--- src/rtl/seg_pkg.sv ---
// Shared types and constants for the seven-segment scan scheduler.
package seg_pkg;

    typedef enum logic [1:0] {
        LEFT     = 2'b00,
        MIDLEFT  = 2'b01,
        MIDRIGHT = 2'b10,
        RIGHT    = 2'b11
    } digit_e;

    typedef enum logic {
        P0 = 1'b0,
        P1 = 1'b1
    } page_e;

    localparam logic [6:0] SEG_BLANK = 7'h7F;
    localparam logic [3:0] AN_OFF    = 4'b1111;

endpackage

--- src/rtl/seg_scan_scheduler_if.sv ---
// Datapath-side bundle: two BCD pages and the alert request in, pin-level scan outputs back.
interface seg_scan_scheduler_if;
    logic        clr;
    logic [15:0] page0_digits;
    logic [15:0] page1_digits;
    logic        page1_req;
    logic        page1_ack;
    logic        lz_en;
    logic [6:0]  seg;
    logic [3:0]  an;
    logic        page;
    logic        frame_tick;

    modport master (
        output clr, page0_digits, page1_digits, page1_req, lz_en,
        input  page1_ack, seg, an, page, frame_tick
    );

    modport slave (
        input  clr, page0_digits, page1_digits, page1_req, lz_en,
        output page1_ack, seg, an, page, frame_tick
    );
endinterface

--- src/rtl/hex_seg_lut.sv ---
// Hex nibble to active-low seven-segment pattern, bit0=a .. bit6=g.
module hex_seg_lut (
    input  logic [3:0] i_nib,
    output logic [6:0] o_seg
);
    always_comb begin
        o_seg = 7'h7F;
        case (i_nib)
            4'h0: o_seg = 7'h40;
            4'h1: o_seg = 7'h79;
            4'h2: o_seg = 7'h24;
            4'h3: o_seg = 7'h30;
            4'h4: o_seg = 7'h19;
            4'h5: o_seg = 7'h12;
            4'h6: o_seg = 7'h02;
            4'h7: o_seg = 7'h78;
            4'h8: o_seg = 7'h00;
            4'h9: o_seg = 7'h10;
            4'hA: o_seg = 7'h08;
            4'hB: o_seg = 7'h03;
            4'hC: o_seg = 7'h46;
            4'hD: o_seg = 7'h21;
            4'hE: o_seg = 7'h06;
            4'hF: o_seg = 7'h0E;
        endcase
    end
endmodule

--- src/rtl/seg_scan_scheduler.sv ---
// Four-digit scan controller with per-slot blanking and a frame-synchronous
// page0/page1 arbiter; the shown value only changes at frame boundaries.
module seg_scan_scheduler
    import seg_pkg::*;
#(
    parameter int SCAN_DIV    = 4096,
    parameter int BLANK_CYC   = 64,
    parameter int HOLD_FRAMES = 200
) (
    input logic                 clk,
    input logic                 reset,
    seg_scan_scheduler_if.slave bus
);
    localparam int CW = (SCAN_DIV > 1) ? $clog2(SCAN_DIV) : 1;
    localparam int HW = (HOLD_FRAMES > 1) ? $clog2(HOLD_FRAMES + 1) : 1;
    localparam logic [CW-1:0] CNT_LAST = CW'(SCAN_DIV - 1);

    logic [CW-1:0] r_cnt;
    digit_e        r_digit;
    page_e         r_state;
    logic [HW-1:0] r_hold;
    logic          r_armed;
    logic [15:0]   r_snap;
    logic          r_lz;
    logic [6:0]    r_seg;
    logic [3:0]    r_an;
    logic          r_ack;
    logic          r_tick;

    logic       w_slot_end;
    logic       w_frame_end;
    logic [3:0] w_nib;
    logic       w_zero_prefix;
    logic       w_lit;
    logic [6:0] w_seg;

    assign w_slot_end  = (r_cnt == CNT_LAST);
    assign w_frame_end = w_slot_end && (r_digit == RIGHT);

    // Suppression looks at the current digit and everything to its left.
    always_comb begin
        w_nib         = r_snap[3:0];
        w_zero_prefix = 1'b0;
        case (r_digit)
            LEFT: begin
                w_nib         = r_snap[15:12];
                w_zero_prefix = (r_snap[15:12] == 4'h0);
            end
            MIDLEFT: begin
                w_nib         = r_snap[11:8];
                w_zero_prefix = (r_snap[15:8] == 8'h00);
            end
            MIDRIGHT: begin
                w_nib         = r_snap[7:4];
                w_zero_prefix = (r_snap[15:4] == 12'h000);
            end
            RIGHT: begin
                w_nib         = r_snap[3:0];
                w_zero_prefix = 1'b0;
            end
        endcase
        w_lit = (r_cnt >= CW'(BLANK_CYC)) && !(r_lz && w_zero_prefix);
    end

    hex_seg_lut u_lut (
        .i_nib (w_nib),
        .o_seg (w_seg)
    );

    always_ff @(posedge clk or negedge reset) begin
        if (!reset) begin
            r_cnt   <= '0;
            r_digit <= LEFT;
            r_state <= P0;
            r_hold  <= '0;
            r_armed <= 1'b1;
            r_snap  <= 16'h0000;
            r_lz    <= 1'b0;
            r_an    <= AN_OFF;
            r_seg   <= SEG_BLANK;
            r_ack   <= 1'b0;
            r_tick  <= 1'b0;
        end else if (bus.clr) begin
            r_cnt   <= '0;
            r_digit <= LEFT;
            r_state <= P0;
            r_hold  <= '0;
            r_armed <= 1'b1;
            r_snap  <= 16'h0000;
            r_lz    <= 1'b0;
            r_an    <= AN_OFF;
            r_seg   <= SEG_BLANK;
            r_ack   <= 1'b0;
            r_tick  <= 1'b0;
        end else begin
            r_cnt <= w_slot_end ? '0 : r_cnt + 1'b1;
            if (w_slot_end) begin
                r_digit <= digit_e'(r_digit + 2'd1);
                r_lz    <= bus.lz_en;
            end
            r_an   <= w_lit ? ~(4'b1000 >> r_digit) : AN_OFF;
            r_seg  <= w_lit ? w_seg : SEG_BLANK;
            r_tick <= w_frame_end;
            r_ack  <= 1'b0;
            if (w_frame_end) begin
                // A request that never drops is granted once, so page0 keeps getting frames.
                if (!bus.page1_req)
                    r_armed <= 1'b1;
                case (r_state)
                    P0: begin
                        if (bus.page1_req && r_armed) begin
                            r_state <= P1;
                            r_ack   <= 1'b1;
                            r_hold  <= HW'(HOLD_FRAMES - 1);
                            r_armed <= 1'b0;
                            r_snap  <= bus.page1_digits;
                        end else begin
                            r_snap  <= bus.page0_digits;
                        end
                    end
                    P1: begin
                        if (r_hold != '0) begin
                            r_hold <= r_hold - 1'b1;
                            r_snap <= bus.page1_digits;
                        end else begin
                            r_state <= P0;
                            r_snap  <= bus.page0_digits;
                        end
                    end
                endcase
            end
        end
    end

    assign bus.an         = r_an;
    assign bus.seg        = r_seg;
    assign bus.page       = r_state;
    assign bus.page1_ack  = r_ack;
    assign bus.frame_tick = r_tick;
endmodule

--- src/flat_wrapper.sv ---
// flat-port wrapper written by rule: the top's interface ports become plain ports
module seg_scan_scheduler_flat import seg_pkg::*;
#(
    parameter int SCAN_DIV    = 4096,
    parameter int BLANK_CYC   = 64,
    parameter int HOLD_FRAMES = 200
)
  (clk, reset, bus_clr, bus_page0_digits, bus_page1_digits, bus_page1_req, bus_lz_en, bus_page1_ack, bus_seg, bus_an, bus_page, bus_frame_tick);
  seg_scan_scheduler_if bus_i ();
  input logic clk;
  input logic reset;
  input wire logic [$bits(bus_i.clr)-1:0] bus_clr;
  input wire logic [$bits(bus_i.page0_digits)-1:0] bus_page0_digits;
  input wire logic [$bits(bus_i.page1_digits)-1:0] bus_page1_digits;
  input wire logic [$bits(bus_i.page1_req)-1:0] bus_page1_req;
  input wire logic [$bits(bus_i.lz_en)-1:0] bus_lz_en;
  output wire logic [$bits(bus_i.page1_ack)-1:0] bus_page1_ack;
  output wire logic [$bits(bus_i.seg)-1:0] bus_seg;
  output wire logic [$bits(bus_i.an)-1:0] bus_an;
  output wire logic [$bits(bus_i.page)-1:0] bus_page;
  output wire logic [$bits(bus_i.frame_tick)-1:0] bus_frame_tick;
  assign bus_i.clr = bus_clr;
  assign bus_i.page0_digits = bus_page0_digits;
  assign bus_i.page1_digits = bus_page1_digits;
  assign bus_i.page1_req = bus_page1_req;
  assign bus_i.lz_en = bus_lz_en;
  assign bus_page1_ack = bus_i.page1_ack;
  assign bus_seg = bus_i.seg;
  assign bus_an = bus_i.an;
  assign bus_page = bus_i.page;
  assign bus_frame_tick = bus_i.frame_tick;
  seg_scan_scheduler #(.SCAN_DIV(SCAN_DIV), .BLANK_CYC(BLANK_CYC), .HOLD_FRAMES(HOLD_FRAMES)) u_core (.clk(clk), .reset(reset), .bus(bus_i));
endmodule
--- config.mk ---
export PLATFORM = sky130hd
export DESIGN_NAME = seg_scan_scheduler_flat
export DESIGN_NICKNAME = d
export VERILOG_FILES = /design/src/rtl/seg_pkg.sv /design/src/rtl/seg_scan_scheduler_if.sv /design/src/rtl/hex_seg_lut.sv /design/src/rtl/seg_scan_scheduler.sv /design/src/flat_wrapper.sv
export SDC_FILE = /design/constraint.sdc
export NUM_CORES = 1
export LEC_CHECK = 0
export CAP_MARGIN = 25
export CORE_MARGIN = 2
export CORE_UTILIZATION = 57
export CTS_CLUSTER_DIAMETER = 30
export DETAILED_ROUTE_END_ITERATION = 10
export PLACE_DENSITY = 0.85
export SYNTH_ARGS = -nofsm -noshare
export SYNTH_HDL_FRONTEND = slang
export SYNTH_SLANG_ARGS = --single-unit
--- constraint.sdc ---
create_clock -name clk -period 5.6 [get_ports clk]
set_input_delay 1.4 -clock clk [delete_from_list [all_inputs] [get_ports clk]]
set_output_delay 1.4 -clock clk [all_outputs]
set_load 0.005 [all_outputs]
==> reports/qor.yml <==
detailed_routing:
  via_per_inst: 5.861
  firstDrtPassIters: 8
  vias: 2397
  wl_per_cell_um: 14.79
  drt-total-wl_um: 6050
  drt_iter0_markers: 172
  ant_nets: 0
  drc: 0
pwr:
  p_leak_nw: 1.587
  peakVddDrop_mv: 0.1251
  p_per_area_nw_per_um2: 187.8
synth:
  syn_area_um2: 3005
  ys_ff_latch: 54
  synth_edf_count: 0
  syn-num-nets: 346
  synth_cell_type_count: 58
  synth.avg_cell_area_um2: 10.22
  synthFlopType: "dfrtp_1"
  yosysWarnings: 0
  async_flop_share_pct: 100.0
  seq_area_frac_synth_pct: 45.46
  synthCells: 294
cells_and_area:
  final_cell_mix: "49 x clkdlybuf4s50_1, 42 x dfrtp_1, 29 x nand2_1"
  multiInputGateArea_um2: 1513
  antennaDiodeCount: 0
  ff_latch_area_um2: 1366
  syn_to_final_growth_pct: 21.02
  final_common_cell: "clkdlybuf4s50_1"
  layout-drive-gt1-share_pct: 9.440
  nets: 390
  nFillCells: 400
  layoutNonFillerInstCount: 409
critical_path:
  crit-reg2reg-launch: "u_core.r_digit[0]"
  r2r_cells: 8
  cp_slowest_cell: "a21oi_1"
  crit_type: "in -> reg"
  worst_setup_path_end_kind: "flop"
  critical_path.cell_chain: "clkdlybuf4s50_1, inv_1, o31ai_1, a21oi_1, o221ai_1"
  crit_buf_inv: 2
  crit_family: "compound AO/OA/AOI/OAI gates"
  path_max_fanout: 13
  arrival_ps: 3320
  start_kind: "input port"
  rrSetupSlack_ps: 2900
  slowest_delay_ps: 670
  reg2reg_to: "u_core.bus.seg[3]"
  required_ps: 5780
die:
  fp.dieW_um: 76.61
  rows: 26
  die_area_um2: 5869
  coreArea_um2: 5107
  die_y_um: 76.61
  ios: 51
  start_util_pct: 58.84
hold_path:
  hp-start: "u_core.r_armed"
  min_to: "u_core.r_armed"
  hold_class: "reg -> reg"
  holdPathStages: 1
timing:
  fin_tns_setup_ps: 0
  drv_slew: 0
  timing.final.crit_share_pct: 56.12
  hold_viol_final: 0
  worst_pin_slew_ps: 833.2
  relSlewSlack_pct: 44.45
  skew_ps: 8.538
  rsz0062_at_grt: "no"
  setup_viol: 0
  fmax_mhz: 318.2
  finalCriticalPeriod_ps: 3143
place:
  place_inst: 401
  gp_congestion: 0.8569
  portBuffers: 50
  place_hpwl_um: 4393
clock_network:
  htreeDepth: 2
  cts.sinks: 54
  cts.hold.buffers_added: 0
  path_clk_slew_ps: 90
  cts-root-buf: "clkbuf_8"
  clk_latency_ps: 310
  clockBufferDepth: 2
  cts_made_buffers: 5
  cts_setup_buffers: 0
  cts_tree: "yes"
  postCtsResizedCells: 0
global_routing:
  grtUsageTotal_pct: 22.72
  antenna_found_initial: 0
  grt_pass1_vias: 2372
  grt.overflow.total: 0
  grt_pass1_wl_um: 10900
  grt_max_degree: 55
status:
  status: "complete, no violations"
job:
  drv_cap: 0
how the worst max path moves through the flow:
stage                  startpoint                 to  slack [ps]  cells past startpoint
global route              bus_clr  u_core.bus.seg[2]        2310                      5
CTS                       bus_clr  u_core.bus.seg[6]        2480                      5
detailed placement        bus_clr  u_core.bus.seg[6]        2170                      5
finish                    bus_clr  u_core.bus.seg[6]        2460                      5
global placement          bus_clr  u_core.bus.seg[2]        2240                      5
floorplan           bus_page1_req   u_core.r_snap[2]        3090                      6
final cells by class:
class | instances | share of cell area, %
Sequential cell | 54 | 37.56
Tap cell | 70 | 2.408
Clock buffer | 7 | 2.649
Inverter | 16 | 1.651
Multi-Input combinational cell | 209 | 41.59
Clock inverter | 1 | 0.1032
Timing Repair Buffer | 52 | 14.04
worst register-to-register path, stage by stage, from the launching register on:
cell and delay [ps]:
dfrtp_1 430, inv_1 130, ha_1 300, clkinv_1 260
a21oi_1 530, inv_1 170, ha_1 310, a221oi_1 330
o31ai_1 130
sequential cells by signal, summed over array words and instances, names as in the netlist:
signal	count
u_core.bus.an	4
u_core.bus.frame_tick	1
u_core.bus.page	1
u_core.bus.page1_ack	1
u_core.bus.seg	7
u_core.r_armed	1
u_core.r_cnt	12
u_core.r_digit	2
u_core.r_hold	8
u_core.r_lz	1
u_core.r_snap	16
metrics by stage:
step | area (µm²) | utilization, % | power [W] | worst slack (ps) | hold slack, ps
6_report | 3637 | 71.22 | 0.0006832 | 2457 | 514.9
5_1_grt | 3637 | 71.22 | 0.0007141 | 2310 | 531.0
4_1_cts | 3637 | 71.22 | 0.0006873 | 2475 | 516.3
3_5_place_dp | 3537 | 69.26 | 0.0004587 | 2167 | 503.5
3_3_place_gp | 3537 | 69.26 | 0.0004568 | 2243 | 483.9
2_1_floorplan | 3005 | - | 0.0004214 | 3091 | 450.0
routing by layer:
layer / track usage (%) / up-vias / wire [µm]
met5: 0 / - / 0
met4: 6.909 / 0 / 61
met3: 3.318 / 5 / 306
li1: - / 1141 / -
met1: 31.02 / 1173 / 2667
met2: 37.70 / 78 / 3014
where the power goes:
part	internal [W]	switching, W
registers	0.000392	0.00000283
logic	0.0000312	0.0000243
clock network	0.000111	0.000122
synth_stat cells (3+ instances only):
library cell   n  area (µm²)
mux2i_1       22       220.2
o21ai_1       10       50.05
nor3_1         4       20.02
o31ai_1        3       22.52
and3_1         3       18.77
o21ai_0        6       30.03
nand4_1        5       31.28
xor2_1         6       52.55
nand3_1        8       40.04
xnor2_1        6       52.55
nor2b_1        5       31.28
ha_1          15       187.7
nor2_1        21       78.83
nor4_1         6       37.54
a21o_1         4       30.03
a21oi_1        7       35.03
a222oi_1       4       40.04
o211ai_1       3       22.52
dfrtp_1       42        1051
clkbuf_1      10       37.54
dfstp_2       12       315.3
a22o_1         5       43.79
inv_1         15       56.30
nand2_1       29       108.9
logic make-up (layout without fill, tap and decap cells):
logic type | after synthesis | in the layout | synth area share (%)
mux | 24 | 24 | 8.077
buf+inv | 31 | 76 | 4.330
flops | 54 | 54 | 45.46
simple gates | 95 | 95 | 17.07
xor+xnor | 12 | 12 | 3.497
fa+ha+maj | 15 | 15 | 6.245
compound gates | 63 | 63 | 15.32
Note: power is estimated with default switching activity, not from simulation.
==> edit: new RTL, same flow settings <==
`SCAN_DIV` is set to 4096 in 2 places; all go to 1024.
--- a/src/rtl/seg_scan_scheduler.sv
+++ b/src/rtl/seg_scan_scheduler.sv
@@ -5,3 +5,3 @@
 #(
-    parameter int SCAN_DIV    = 4096,
+    parameter int SCAN_DIV    = 1024,
     parameter int BLANK_CYC   = 64,
--- a/src/flat_wrapper.sv
+++ b/src/flat_wrapper.sv
@@ -3,3 +3,3 @@
 #(
-    parameter int SCAN_DIV    = 4096,
+    parameter int SCAN_DIV    = 1024,
     parameter int BLANK_CYC   = 64,
Formal check against the unedited RTL: same outputs for any inputs over 10 cycles, from zero or initial values and one cycle with reset low; that may be too few to reach the edited logic, so the function may still have changed.
==> edit against the unedited design <==
Total power fell by 6.2%; wire length fell by 6.0%; count of clock-buffer cells in the layout rose by 1; cell count fell by 2.7%; register-to-register slack improved by 170 ps; via count fell by 4.2%; final area fell by 3.6%; area after synthesis fell by 3.9%; sequential cell count fell by 2; fmax rose by 3.5%; non-clock buffer count rose by 1; worst setup slack improved by 110 ps.
==> edit: results (changes against the unedited design) <==
dr.pass1.iters: 5  # was 8
reg_top3: "u_core.r_snap (16), u_core.r_cnt (10), u_core.r_hold (8)"  # was u_core.r_snap (16), u_core.r_cnt (12), u_core.r_hold (8)
intPower_w: 0.000498  # was 0.000534 W
synth_fa_ha_area_frac: 0.0650  # was 0.0624
grt_pass1_wl_microns: 10200  # was 10,900 microns
hold_class: "reg -> reg"  # unchanged
avgViaCountPerCell: 5.77  # was 5.86
max_stage_delay_ps: 630  # was 670 ps
insertion_delay_ps: 310  # about the same
synth_compound_area_frac: 0.179  # was 0.153
dpl.hpwl_microns: 4140  # was 4390 microns
reg2reg_depth: 9  # was 8
synthTopCellsByArea: "dfrtp_1 35%, dfstp_2 11%, mux2i_1 7.3%, ha_1 6.5%, nand2_1 4.0%"  # was dfrtp_1 35%, dfstp_2 10%, mux2i_1 7.3%, ha_1 6.2%, nand2_1 3.6%
nets: 382  # was 390
rr_startpoint: "u_core.r_digit[0]"  # unchanged
worstHoldPathCells: 2  # was 1
fin_skew_ps: 12.1  # was 8.54 ps
ir_drop_mv: 0.138  # was 0.125 mV
ys_seq_area_frac: 0.456  # was 0.455
drt_wl_total_microns: 5690  # was 6050 microns
run_status: "finished, final reports clean"  # unchanged
whs_ps: 498  # was 515 ps
power.leakage_nw: 1.54  # was 1.59 nW
grtUsageTotal: 0.238  # was 0.227
cts_inserted_buffers: 5  # unchanged
synthMuxAreaShare: 0.0767  # was 0.0808
yosysWarnings: 0  # unchanged
holdPathEnd: "u_core.r_snap[1]"  # was u_core.r_armed
synthTopCellsByCount: "40 x dfrtp_1, 31 x nand2_1, 21 x mux2i_1, 19 x o21ai_0, 15 x ha_1"  # was 42 x dfrtp_1, 29 x nand2_1, 22 x mux2i_1, 21 x nor2_1
gp_congestion: 0.851  # was 0.857
min-delay-start: "u_core.r_snap[1]"  # was u_core.r_armed
syn_nets: 332  # was 346
drive_gt1_frac: 0.106  # was 0.0944
rr_endpoint: "u_core.bus.seg[0]"  # was u_core.bus.seg[3]
grt_pass1_vias: 2209  # was 2,372
portBuffers: 50  # unchanged
drt_iter0_markers: 183  # was 172
grt_max_degree: 53  # was 55
synth.distinct_cells: 58  # unchanged
synth_xor_area_frac: 0.0243  # was 0.0350
relSlewSlack: 0.476  # was 0.445
## edit: cell count changes in the layout (fill, tap and decap cells not counted), sizes merged, moves of 3 or more
cell    before  now
a211oi       2    7
xor2         6    3
o21ai       16   20
a21o         4   10
nor2        21   13
nand4        6    1
## edit: per-stage QoR
| stage | std cells | power [W] | instance area [sq um] | worst slack [ps] |
|---|---|---|---|---|
| floorplan | 280 | 0.000407 | 2890 | 3110 |
| global placement | 390 | 0.000442 | 3430 | 2310 |
| detailed placement | 390 | 0.000443 | 3430 | 2240 |
| CTS | 398 | 0.000645 | 3510 | 2550 |
| global route | 398 | 0.000669 | 3510 | 2380 |
| finish | 398 | 0.000641 | 3510 | 2560 |
## edit: kinds of logic (layout without fill, tap and decap cells)
group | count (synthesis) | in the layout
compound gates | 74 | 74
xor+xnor | 8 | 8
fa+ha+maj | 15 | 15
buf+inv | 24 | 75
flops | 52 | 52
mux | 22 | 22
simple gates | 85 | 85
## edit: routing by layer
metal | track usage | part of all wire | wire, microns
met1 | 0.328 | 0.46 | 2600
met2 | 0.379 | 0.48 | 2720
met3 | 0.0495 | 0.048 | 273
met4 | 0.0780 | 0.017 | 95
met5 | 0 | 0 | 0
## edit: worst max path at each step
| stage | cells after the start | start | slack [ps] | to |
|---|---|---|---|---|
| floorplan | 5 | bus_clr | 3110 | u_core.r_snap[0] |
| global placement | 5 | bus_clr | 2310 | u_core.bus.seg[2] |
| detailed placement | 5 | bus_clr | 2240 | u_core.bus.seg[2] |
| CTS | 5 | bus_clr | 2550 | u_core.bus.seg[2] |
| global route | 5 | bus_clr | 2380 | u_core.bus.seg[2] |
| finish | 5 | bus_clr | 2560 | u_core.bus.seg[2] |
## edit: power groups by stage
stage / Sequential, W / Combinational, W / Clock (W)
after floorplan: 0.000386 / 0.0000206 / 0
after global placement: 0.000387 / 0.0000554 / 0
after detailed placement: 0.000387 / 0.0000567 / 0
after CTS: 0.000380 / 0.0000569 / 0.000208
after global routing: 0.000380 / 0.0000630 / 0.000226
final: 0.000380 / 0.0000559 / 0.000206
## edit: worst register-to-register path, stage by stage, from the launching register on
cell and delay (ps):
dfrtp_1 430, inv_1 120, ha_1 270, clkinv_1 260, a21oi_1 430, inv_1 170
ha_1 240, a211o_1 240, o22ai_1 150, a22oi_1 110
## edit: area by class of cell
| type | instances | area, sq um |
|---|---|---|
| fillers | 397 | 1310 |
| multi-input cells | 204 | 1460 |
| inverters | 14 | 52.6 |
| flip-flops and latches | 52 | 1320 |
| clock buffers | 8 | 80.1 |
| repair buffers | 53 | 518 |
| well taps | 67 | 83.8 |
